$ cat config.mk
export PLATFORM = sky130hd
export DESIGN_NAME = cp0_regfile
export DESIGN_NICKNAME = d
export VERILOG_FILES = /design/src/rtl/cp0_regfile.sv
export SDC_FILE = /design/constraint.sdc
export NUM_CORES = 1
export LEC_CHECK = 0
export BUFFER_PORTS_ARGS = -buffer_cell sky130_fd_sc_hd__clkbuf_2
export CORE_MARGIN = 4
export CORE_UTILIZATION = 45
export DETAILED_ROUTE_END_ITERATION = 8
export PLACE_DENSITY = 0.71
export SKIP_LAST_GASP = 1
export SLEW_MARGIN = 20
export SYNTH_ARGS = -nofsm -noshare
export SYNTH_HDL_FRONTEND = slang
export SYNTH_SLANG_ARGS = --single-unit
export TNS_END_PERCENT = 10
$ cat constraint.sdc
create_clock -name clk -period 2.51 [get_ports clk]
set_clock_uncertainty 0.1 [all_clocks]
set_input_delay 0.251 -clock clk [delete_from_list [all_inputs] [get_ports clk]]
set_output_delay 0.251 -clock clk [all_outputs]
set_load 0.05 [all_outputs]
$ cat src/rtl/cp0_regfile.sv
// CP0 system-control register file: BadVAddr, Count, Compare, Status, Cause, EPC.
// Handles mtc0/mfc0 access, exception and eret commit, timer compare and interrupt request.
//
// Ports:
//   clk, rst               clock, synchronous active-high reset
//   cp0_write_en/addr/data mtc0 commit ({rd,sel} address)
//   cp0_read_en/read_data  mfc0 read, combinational, no write bypass
//   exc_*                  exception commit from MEM
//   eret                   eret commit
//   int_hw                 external hardware interrupt levels
//   status/cause/epc       current register values
//   timer_int, int_pending Cause.TI and the interrupt-to-take request
module cp0_regfile #(
    parameter logic [31:0] STATUS_RESET = 32'h0040_0000,
    parameter int unsigned COUNT_DIV    = 2
) (
    input  logic        clk,
    input  logic        rst,
    input  logic        cp0_write_en,
    input  logic        cp0_read_en,
    input  logic [7:0]  cp0_addr,
    input  logic [31:0] cp0_write_data,
    output logic [31:0] cp0_read_data,
    input  logic        exc_valid,
    input  logic [4:0]  exc_code,
    input  logic [31:0] exc_pc,
    input  logic        exc_delay_slot,
    input  logic [31:0] exc_badvaddr,
    input  logic        eret,
    input  logic [5:0]  int_hw,
    output logic [31:0] status,
    output logic [31:0] cause,
    output logic [31:0] epc,
    output logic        timer_int,
    output logic        int_pending
);

    localparam logic [7:0] A_BADVADDR = 8'h40;
    localparam logic [7:0] A_COUNT    = 8'h48;
    localparam logic [7:0] A_COMPARE  = 8'h58;
    localparam logic [7:0] A_STATUS   = 8'h60;
    localparam logic [7:0] A_CAUSE    = 8'h68;
    localparam logic [7:0] A_EPC      = 8'h70;

    localparam logic [4:0] EXC_ADEL = 5'd4;
    localparam logic [4:0] EXC_ADES = 5'd5;

    // BEV is not writable; it is fixed at its reset value.
    localparam logic BEV = STATUS_RESET[22];

    logic [31:0] badvaddr_q, badvaddr_d;
    logic [31:0] count_q, count_d;
    logic [31:0] compare_q, compare_d;
    logic [31:0] epc_q, epc_d;
    logic [7:0]  im_q, im_d;
    logic        exl_q, exl_d;
    logic        ie_q, ie_d;
    logic        bd_q, bd_d;
    logic        ti_q, ti_d;
    logic [5:0]  ip_hw_q, ip_hw_d;
    logic [1:0]  ip_sw_q, ip_sw_d;
    logic [4:0]  exccode_q, exccode_d;
    logic        phase_q, phase_d;

    logic        we;
    logic        wr_count;
    logic        wr_compare;
    logic        wr_status;
    logic        wr_cause;
    logic        wr_epc;
    logic        tick;
    logic [31:0] status_w;
    logic [31:0] cause_w;

    // mtc0 is squashed by a same-cycle exception.
    assign we         = cp0_write_en & ~exc_valid;
    assign wr_count   = we && (cp0_addr == A_COUNT);
    assign wr_compare = we && (cp0_addr == A_COMPARE);
    assign wr_status  = we && (cp0_addr == A_STATUS);
    assign wr_cause   = we && (cp0_addr == A_CAUSE);
    assign wr_epc     = we && (cp0_addr == A_EPC);

    // With a divide of 2 the count advances on the odd phase.
    assign tick = (COUNT_DIV == 1) ? 1'b1 : phase_q;

    always_comb begin
        badvaddr_d = badvaddr_q;
        count_d    = count_q;
        compare_d  = compare_q;
        epc_d      = epc_q;
        im_d       = im_q;
        exl_d      = exl_q;
        ie_d       = ie_q;
        bd_d       = bd_q;
        ti_d       = ti_q;
        ip_sw_d    = ip_sw_q;
        exccode_d  = exccode_q;
        phase_d    = (COUNT_DIV == 1) ? 1'b0 : ~phase_q;

        // IP7 shares its pin with the timer interrupt.
        ip_hw_d = {int_hw[5] | ti_q, int_hw[4:0]};

        if (tick) begin
            count_d = count_q + 32'd1;
        end
        if (wr_count) begin
            count_d = cp0_write_data;
            phase_d = 1'b0;
        end

        // Compare write wins over a same-cycle match.
        if (wr_compare) begin
            compare_d = cp0_write_data;
            ti_d      = 1'b0;
        end else if (count_q == compare_q) begin
            ti_d = 1'b1;
        end

        if (wr_cause) begin
            ip_sw_d = cp0_write_data[9:8];
        end

        if (wr_epc) begin
            epc_d = cp0_write_data;
        end

        if (exc_valid) begin
            exl_d     = 1'b1;
            exccode_d = exc_code;
            // A nested exception keeps the original return point.
            if (!exl_q) begin
                epc_d = exc_delay_slot ? (exc_pc - 32'd4) : exc_pc;
                bd_d  = exc_delay_slot;
            end
            if ((exc_code == EXC_ADEL) || (exc_code == EXC_ADES)) begin
                badvaddr_d = exc_badvaddr;
            end
        end else if (eret) begin
            exl_d = 1'b0;
        end else if (wr_status) begin
            im_d  = cp0_write_data[15:8];
            exl_d = cp0_write_data[1];
            ie_d  = cp0_write_data[0];
        end
    end

    always_ff @(posedge clk) begin
        if (rst) begin
            badvaddr_q <= 32'd0;
            count_q    <= 32'd0;
            compare_q  <= 32'd0;
            epc_q      <= 32'd0;
            im_q       <= STATUS_RESET[15:8];
            exl_q      <= STATUS_RESET[1];
            ie_q       <= STATUS_RESET[0];
            bd_q       <= 1'b0;
            ti_q       <= 1'b0;
            ip_hw_q    <= 6'd0;
            ip_sw_q    <= 2'd0;
            exccode_q  <= 5'd0;
            phase_q    <= 1'b0;
        end else begin
            badvaddr_q <= badvaddr_d;
            count_q    <= count_d;
            compare_q  <= compare_d;
            epc_q      <= epc_d;
            im_q       <= im_d;
            exl_q      <= exl_d;
            ie_q       <= ie_d;
            bd_q       <= bd_d;
            ti_q       <= ti_d;
            ip_hw_q    <= ip_hw_d;
            ip_sw_q    <= ip_sw_d;
            exccode_q  <= exccode_d;
            phase_q    <= phase_d;
        end
    end

    assign status_w = {9'd0, BEV, 6'd0, im_q, 6'd0, exl_q, ie_q};
    assign cause_w  = {bd_q, ti_q, 14'd0, ip_hw_q, ip_sw_q,
                       1'b0, exccode_q, 2'b00};

    always_comb begin
        cp0_read_data = 32'd0;
        if (cp0_read_en) begin
            case (cp0_addr)
                A_BADVADDR: cp0_read_data = badvaddr_q;
                A_COUNT:    cp0_read_data = count_q;
                A_COMPARE:  cp0_read_data = compare_q;
                A_STATUS:   cp0_read_data = status_w;
                A_CAUSE:    cp0_read_data = cause_w;
                A_EPC:      cp0_read_data = epc_q;
                default:    cp0_read_data = 32'd0;
            endcase
        end
    end

    assign status      = status_w;
    assign cause       = cause_w;
    assign epc         = epc_q;
    assign timer_int   = ti_q;
    assign int_pending = ie_q & ~exl_q & (|({ip_hw_q, ip_sw_q} & im_q));

endmodule

# Yosys cells after proc, flatten, opt, wreduce, memory -nomap -nowiden
# Index checks and enable logic that the tools add are counted.
[totals] wordCells=58 output_inout_bits=130 regBits=154 input_bits=122
[op_classes] n_eq_ne=9 bitwise=9 n_reduce_logical=14 mux=11 addsub=2
[op_table] op="32-bit 2-to-1 mux" n=7
[op_table] op="32-bit one-hot mux with 6 select lines" n=1
[op_table] op="8-bit by 7-bit == test with 1-bit output (second input constant)" n=6
[op_table] op="32-bit by 1-bit adder with 32-bit output (second input constant)" n=1
[op_table] op="32-bit == test" n=1
[op_table] op="32-bit by 3-bit subtractor with 32-bit output (second input constant)" n=1
[op_table] op="5-bit by 3-bit == test with 1-bit output (second input constant)" n=2
[op_table] op="8-bit AND" n=1
[op_table] op="8-bit OR reduction" n=1
[op_table] op="1-bit logical AND" n=5
[op_table] op="1-bit NOT" n=4
[op_table] op="2-bit AND reduction" n=2
[op_table] op="2-bit OR reduction" n=2
[op_table] op="1-bit AND" n=3
[op_table] op="1-bit 2-to-1 mux" n=3
[op_table] op="3-bit AND reduction" n=1
[op_table] op="3-bit nonzero test" n=1
[op_table] op="2-bit nonzero test" n=1
[op_table] op="1-bit logical OR" n=1
[op_table] op="1-bit bitwise OR" n=1

# Depth between registers and ports, before layout
# Gate-level depths: netlist of run 1.
[depth] ltp_word=6 ltp_mapped=8 depth_no_buf=7

# Worst setup path after synthesis of run 1
# Ideal clock, no wire load.
[synth_timing] kind="input to output" from="input cp0_addr[1]" to="output cp0_read_data[16]" t_required_ps=2159 path_slack_ps=-471 arrival_time_ps=2630 stages=7 n_path_buf=2 cell_sequence="or4_1 nor2_1 and3_1 clkbuf_1 clkbuf_1 a22oi_1 nor2_1"
[synth_via] elab_chain_cells=3 word_cells_on_any_way=8 classes_between="eq/ne (6); mux (2)"
[synth_lines] element="start, declared" line_no="21" rtl="input logic [7:0] cp0_addr,"
[synth_lines] element="8-bit by 7-bit == test with 1-bit output" line_no="186" rtl="case (cp0_addr)"
[synth_lines] element="32-bit one-hot mux with 6 select lines (*)" line_no="186"
[synth_lines] element="32-bit 2-to-1 mux (*)" line_no="185" rtl="if (cp0_read_en) begin"
[synth_lines] element="end, declared" line_no="23" rtl="output logic [31:0] cp0_read_data,"
# Mark *: on every way between the ends. The rest lies on a longest branch, timed or not.

# Worst setup path after layout of run 1
[layout_timing] from="input cp0_addr[3]" to="output cp0_read_data[22]"
# The elaborated chain is that of the path after synthesis.

==> impl_metrics.json, run 1 <==
{
  "vias": 9283,
  "cts-root-buf": "clkbuf_16",
  "slew_violations": 0,
  "powerDensity_nw_per_um2": 534,
  "p_switching_mw": 1.82,
  "crit_type": "input port to primary output",
  "antennaDiodeCount": 0,
  "ys_top_cells_by_area": "dfxtp_1 35%, xnor2_1 6.7%, mux2i_1 6.5%",
  "final_area_sq_um": 11800,
  "drt_iter0_markers": 953,
  "wl_per_cell_um": 20.3,
  "clk_pin_slew_worst_paths_ns": 0.06,
  "netlist.area_leader.share_pct": 35.0,
  "port_buffers": 212,
  "grt_overflow": 0,
  "ys_seq_area_share_pct": 35.0,
  "endpoint_kind": "primary output",
  "power.share.sequential_pct": 41.0,
  "setup_viol": 0,
  "die_w_um": 148,
  "rr_startpoint": "count_q[3]",
  "routed_wl_um": 32700,
  "grt_pass1_wl_um": 50200,
  "start_kind": "input port",
  "place_congestion": 0.977,
  "rrSetupSlack_ns": 0.26,
  "fill_cells": 1678,
  "start_util_pct": 46.5,
  "cts_buffers": 17,
  "swShare_pct": 28.8,
  "drt_first_pass_iters": 5,
  "instances_no_fill": 1607,
  "crit_start": "cp0_addr[3]",
  "cts_max_level": 4,
  "ys_types": 54,
  "slew_headroom_pct": 45.5,
  "final_net_count": 1459,
  "synth-seq-cells": 154,
  "ant_nets": 0,
  "p_int_mw": 4.49,
  "numClockSinks": 154,
  "numPlacedInstances": 1533,
  "maxCapViolCount": 0,
  "die_h_um": 148,
  "drc_errors": 0,
  "hold_viol_final": 0,
  "dpl_cell_area_sq_um": 10800,
  "synthCells": 1092,
  "hold_class": "input port to register",
  "synth.cell_area_sq_um": 8810,
  "cp_data_arrival_time_ns": 2.06,
  "status": "completed",
  "cp_data_required_time_ns": 2.16,
  "hpwl_um": 24100,
  "cts_hold_buf": 43,
  "ys_async_sr_fraction_pct": 0,
  "worst_pin_slew_ns": 0.814,
  "grt_max_degree": 50,
  "synth_enable_flop_cells": 0,
  "area_delta_synth_final_pct": 34.2,
  "io_pins": 252,
  "timing.fmax_ghz": 0.416,
  "period_minus_slack_ns": 2.41,
  "vdd_ir_drop_max_mv": 0.448,
  "avgSynthCellArea_sq_um": 8.07,
  "power_frac_clock_pct": 43.2,
  "grt_pass1_vias": 8851,
  "p_comb_share_pct": 15.8,
  "synthFlopType": "dfxtp_1",
  "drive_above_1_share_pct": 25.9,
  "post-cts-setup-buffer-count": 0,
  "clock_path_buffers": 2,
  "ys_warn_count": 0,
  "crit_fanout": 9,
  "cts_tree": "built",
  "regToRegEndpoint": "count_q[20]",
  "synth_top_area_cell": "dfxtp_1",
  "viasPerCell": 5.78,
  "min_from": "exc_code[2]",
  "setup_tns_ns": 0,
  "total_leakage_power_nw": 4.73,
  "antenna_found_initial": 0,
  "min_period_over_period_pct": 95.9,
  "die_area_sq_um": 21900,
  "r2r_cells": 6,
  "post-route-util_pct": 62.4,
  "rsz0062_at_grt": "no",
  "ctsResizeCount": 0,
  "num_rows": 50,
  "clock_latency_ns": 0.43,
  "core_area_sq_um": 19000,
  "grt_util_all_layers_pct": 29.1,
  "crit_path_end": "cp0_read_data[22]"
}
[how the worst min path moves through the flow]
stage | end | slack [ns] | cells after the start
2_1_floorplan | ip_hw_q[5] | 0.27 | 2
3_3_place_gp | badvaddr_q[10] | 0.34 | 2
3_5_place_dp | badvaddr_q[10] | 0.35 | 2
4_1_cts | exccode_q[2] | 0.001 | 3
5_1_grt | compare_q[5] | 0.01 | 3
6_report | exccode_q[2] | 0.002 | 3
[flip-flops by register name, summed over array words and instances, names as in the netlist]
name        count
badvaddr_q     32
compare_q      32
count_q        32
epc            32
im_q            8
ip_hw_q         6
exccode_q       5
ip_sw_q         2
bd_q            1
exl_q           1
ie_q            1
phase_q         1
timer_int       1
[Yosys cell counts, types with 7 or more instances]
cell        n
a211oi_1   30
a21oi_1    39
a221oi_1   11
a222oi_1    7
a22o_1      7
a22oi_1    46
a311oi_1   21
and2_1     11
and3_1      8
buf_4      44
clkbuf_1   75
dfxtp_1   154
inv_1      10
mux2_2      9
mux2i_1    57
nand2_1   136
nand3_1    11
nand4_1    19
nor2_1    144
nor2b_1     9
nor3_1     35
nor4_1      9
o21ai_0    31
or3_1      11
or4_1       7
xnor2_1    67
xor2_1     15
[per-stage QoR]
step / hold WS (ns) / setup slack, ns / power, mW
CTS: 0.00144 / 0.147 / 6.30
floorplan: 0.267 / -0.274 / 3.26
global route: 0.0122 / 0.0340 / 6.49
detailed placement: 0.349 / 0.0349 / 3.57
finish: 0.00212 / 0.104 / 6.31
global placement: 0.345 / 0.0252 / 3.56
[logic make-up (layout without fill, tap and decap cells)]
kind of cell	Yosys count	after routing	synth area share (%)
AO/OA/AOI/OAI	219	219	17.9
flip-flops	154	154	35.0
XOR/XNOR	82	82	8.15
multiplexers	66	66	7.62
AND/OR/NAND/NOR	433	433	23.4
other	2	39	0.0852
adder cells (fa/ha/maj)	2	2	0.284
buffers and inverters	134	352	7.61
[final cells by class]
| type | instances | area [sq um] | area share [%] |
|---|---|---|---|
| Timing Repair Buffer | 311 | 2470 | 20.9 |
| Tap cell | 260 | 325 | 2.75 |
| Clock inverter | 12 | 174 | 1.47 |
| Inverter | 10 | 37.5 | 0.317 |
| Multi-Input combinational cell | 841 | 5290 | 44.8 |
| Sequential cell | 154 | 3080 | 26.1 |
| Clock buffer | 19 | 443 | 3.75 |
[layout by cell type, fill, tap and decap left out, types with 38 or more instances in the layout]
cell type      count
nor2_1           123
xnor2_1           67
buf_12            38
dfxtp_1          154
a22oi_1           46
nand2_1          135
dlygate4sd3_1     43
conb_1            39
mux2i_1           57
a21oi_1           39
clkbuf_2         179
buf_4             51
[worst max-delay path, stage by stage]
cell      delay, ns
clkbuf_2       0.16
buf_4          0.20
nor2_1         0.64
o21ai_0        0.21
a21oi_1        0.19
a21oi_1        0.10
nor2_2         0.15
buf_12         0.15
[power by group through the flow]
stage                     combinational (mW)  sequential (mW)  clock, mW
after floorplan                        0.472             2.79          0
after CTS                              0.984             2.58       2.74
final                                  0.997             2.59       2.72
after detailed placement               0.927             2.64          0
after global placement                 0.919             2.64          0
after global routing                    1.05             2.59       2.85
[metal layers]
layer / global-route usage [%] / wire, um / vias to the layer above
met2: 46.0 / 15000 / 490
met5: 0 / 0 / -
met1: 39.9 / 13900 / 4412
met4: 9.88 / 908 / 0
met3: 5.89 / 2940 / 66
li1: - / - / 4315
Note: power is estimated with default switching activity, not from simulation.
==> run 2, diff against run 1 <==
clock period = 2.5 ns   (was 2.51 ns; I/O delays follow)
==> run 2 against run 1 <==
Final cell count rose by 0.62%. Total power fell by 0.34%. Register-to-register slack barely moved. Sequential share of layout area fell by 0.22 points. Largest cell class unchanged. Wire length fell by 1.1%.
==> impl_metrics.json, run 2 (synthesized netlist as in run 1, its figures left out) <==
{
  "status": "completed",
  "clk_pin_slew_worst_paths_ns": 0.07,
  "final_net_count": 1468,
  "endpoint_kind": "primary output",
  "hold_viol_final": 0,
  "die_h_um": 148,
  "slew_violations": 0,
  "worst_pin_slew_ns": 0.831,
  "numClockSinks": 154,
  "maxCapViolCount": 0,
  "antenna_found_initial": 0,
  "setup_viol": 0,
  "post-route-util_pct": 62.9,
  "routed_wl_um": 32300,
  "vdd_ir_drop_max_mv": 0.438,
  "drt_iter0_markers": 903,
  "die_w_um": 148,
  "grt_pass1_vias": 8847,
  "io_pins": 252,
  "start_kind": "input port",
  "start_util_pct": 46.5,
  "instances_no_fill": 1617,
  "hold_slack_ns": 0.00714,
  "period_minus_slack_ns": 2.38,
  "vias": 9303,
  "core_area_sq_um": 19000,
  "critPathMaxStageDelay_ns": 0.61,
  "mostFrequentLayoutCells": "179 x clkbuf_2, 154 x dfxtp_1, 135 x nand2_1, 122 x nor2_1, 67 x xnor2_1",
  "hold_class": "input port to register",
  "num_rows": 50,
  "crit_type": "input port to primary output",
  "holdPathEnd": "compare_q[16]",
  "clock_latency_ns": 0.44,
  "slew_headroom_pct": 44.6,
  "drc_errors": 0,
  "cp_slowest_cell": "or4_1",
  "cp_data_required_time_ns": 2.15,
  "grt_overflow": 0,
  "port_buffers": 212,
  "total_leakage_power_nw": 4.79,
  "antennaDiodeCount": 0,
  "fill_cells": 1630,
  "powerDensity_nw_per_um2": 527,
  "path_cells": "clkbuf_2 -> or4_1 -> nor2_2 -> buf_4 -> nand3b_1 -> o22ai_1 -> and2_1 -> buf_12",
  "final_common_cell": "clkbuf_2",
  "total_power_mw": 6.29,
  "regToRegEndpoint": "count_q[28]",
  "rsz0062_at_grt": "no",
  "grt_max_degree": 57,
  "r2r_cells": 5,
  "rrSetupSlack_ns": 0.26,
  "rr_startpoint": "count_q[3]",
  "drt_first_pass_iters": 7,
  "drive_above_1_share_pct": 26.0,
  "ant_nets": 0,
  "place_congestion": 0.937,
  "grt_pass1_wl_um": 49700,
  "clock_path_buffers": 2,
  "cts-root-buf": "clkbuf_16",
  "viasPerCell": 5.75,
  "cp_data_arrival_time_ns": 2.03,
  "numPlacedInstances": 1534,
  "min_period_over_period_pct": 95.3,
  "hpwl_um": 24000,
  "cts_max_level": 4,
  "cts_buffers": 17,
  "die_area_sq_um": 21900,
  "timing.fmax_ghz": 0.420,
  "min_from": "cp0_write_data[16]",
  "cts_tree": "built",
  "setup_tns_ns": 0,
  "crit_fanout": 6,
  "wl_per_cell_um": 20.0,
  "hold_depth": 3,
  "grt_util_all_layers_pct": 28.9,
  "area_delta_synth_final_pct": 35.3
}
run 2: worst max path at each step:
| stage | from | end | slack, ns | depth (start not counted) |
|---|---|---|---|---|
| floorplan | cp0_addr[5] | cp0_read_data[12] | -0.28 | 5 |
| global placement | cp0_addr[1] | ip_sw_q[0] | 0.03 | 8 |
| detailed placement | exc_pc[9] | epc[29] | 0.02 | 7 |
| CTS | cp0_addr[1] | cp0_read_data[9] | 0.14 | 8 |
| global route | cp0_addr[1] | cp0_read_data[9] | 0.03 | 8 |
| finish | cp0_addr[1] | cp0_read_data[9] | 0.12 | 8 |
run 2: what timing repair did:
action,4_1_cts,5_1_grt
gates resized for setup,0,1
setup buffers,0,0
hold endpoints to repair,52,0
hold buffers,51,0
endpoints found under the setup margin,0,4
run 2: per-stage QoR:
step           worst slack [ns]  instance area, sq um
2_1_floorplan            -0.282                  9010
3_3_place_gp             0.0275                 10800
3_5_place_dp             0.0199                 10800
4_1_cts                   0.143                 11900
5_1_grt                  0.0334                 11900
6_report                  0.118                 11900
run 2: where the power goes:
part	internal, mW	switching [mW]	leakage, nW	total (mW)
registers	2.52	0.0743	1.25	2.59
clock network	1.51	1.17	0.298	2.68
logic	0.312	0.702	3.23	1.01
run 2: final cells by class:
cell class / count / area, sq um / area share [%]
multi-input combinational: 841 / 5290 / 44.4
sequential: 154 / 3080 / 25.9
timing repair buffer: 320 / 2580 / 21.7
clock buffer: 17 / 425 / 3.57
tap: 260 / 325 / 2.73
clock inverter: 15 / 175 / 1.47
inverter: 10 / 37.5 / 0.315
run 2: layer usage:
metal	up-vias	wire length (um)	part of all wire, %	GRT usage (%)
met5	-	0	0	0
met4	0	1100	3.4	11.0
met1	4367	13600	42	39.7
li1	4346	-	-	-
met2	515	14300	44	44.6
met3	75	3350	10	6.16
run 2: critical path, delay by kind of cell:
family / cells / cell delay [ns]
AND/OR/NAND/NOR: 4 / 1.18
buffers and inverters: 3 / 0.37
AO/OA/AOI/OAI: 1 / 0.21
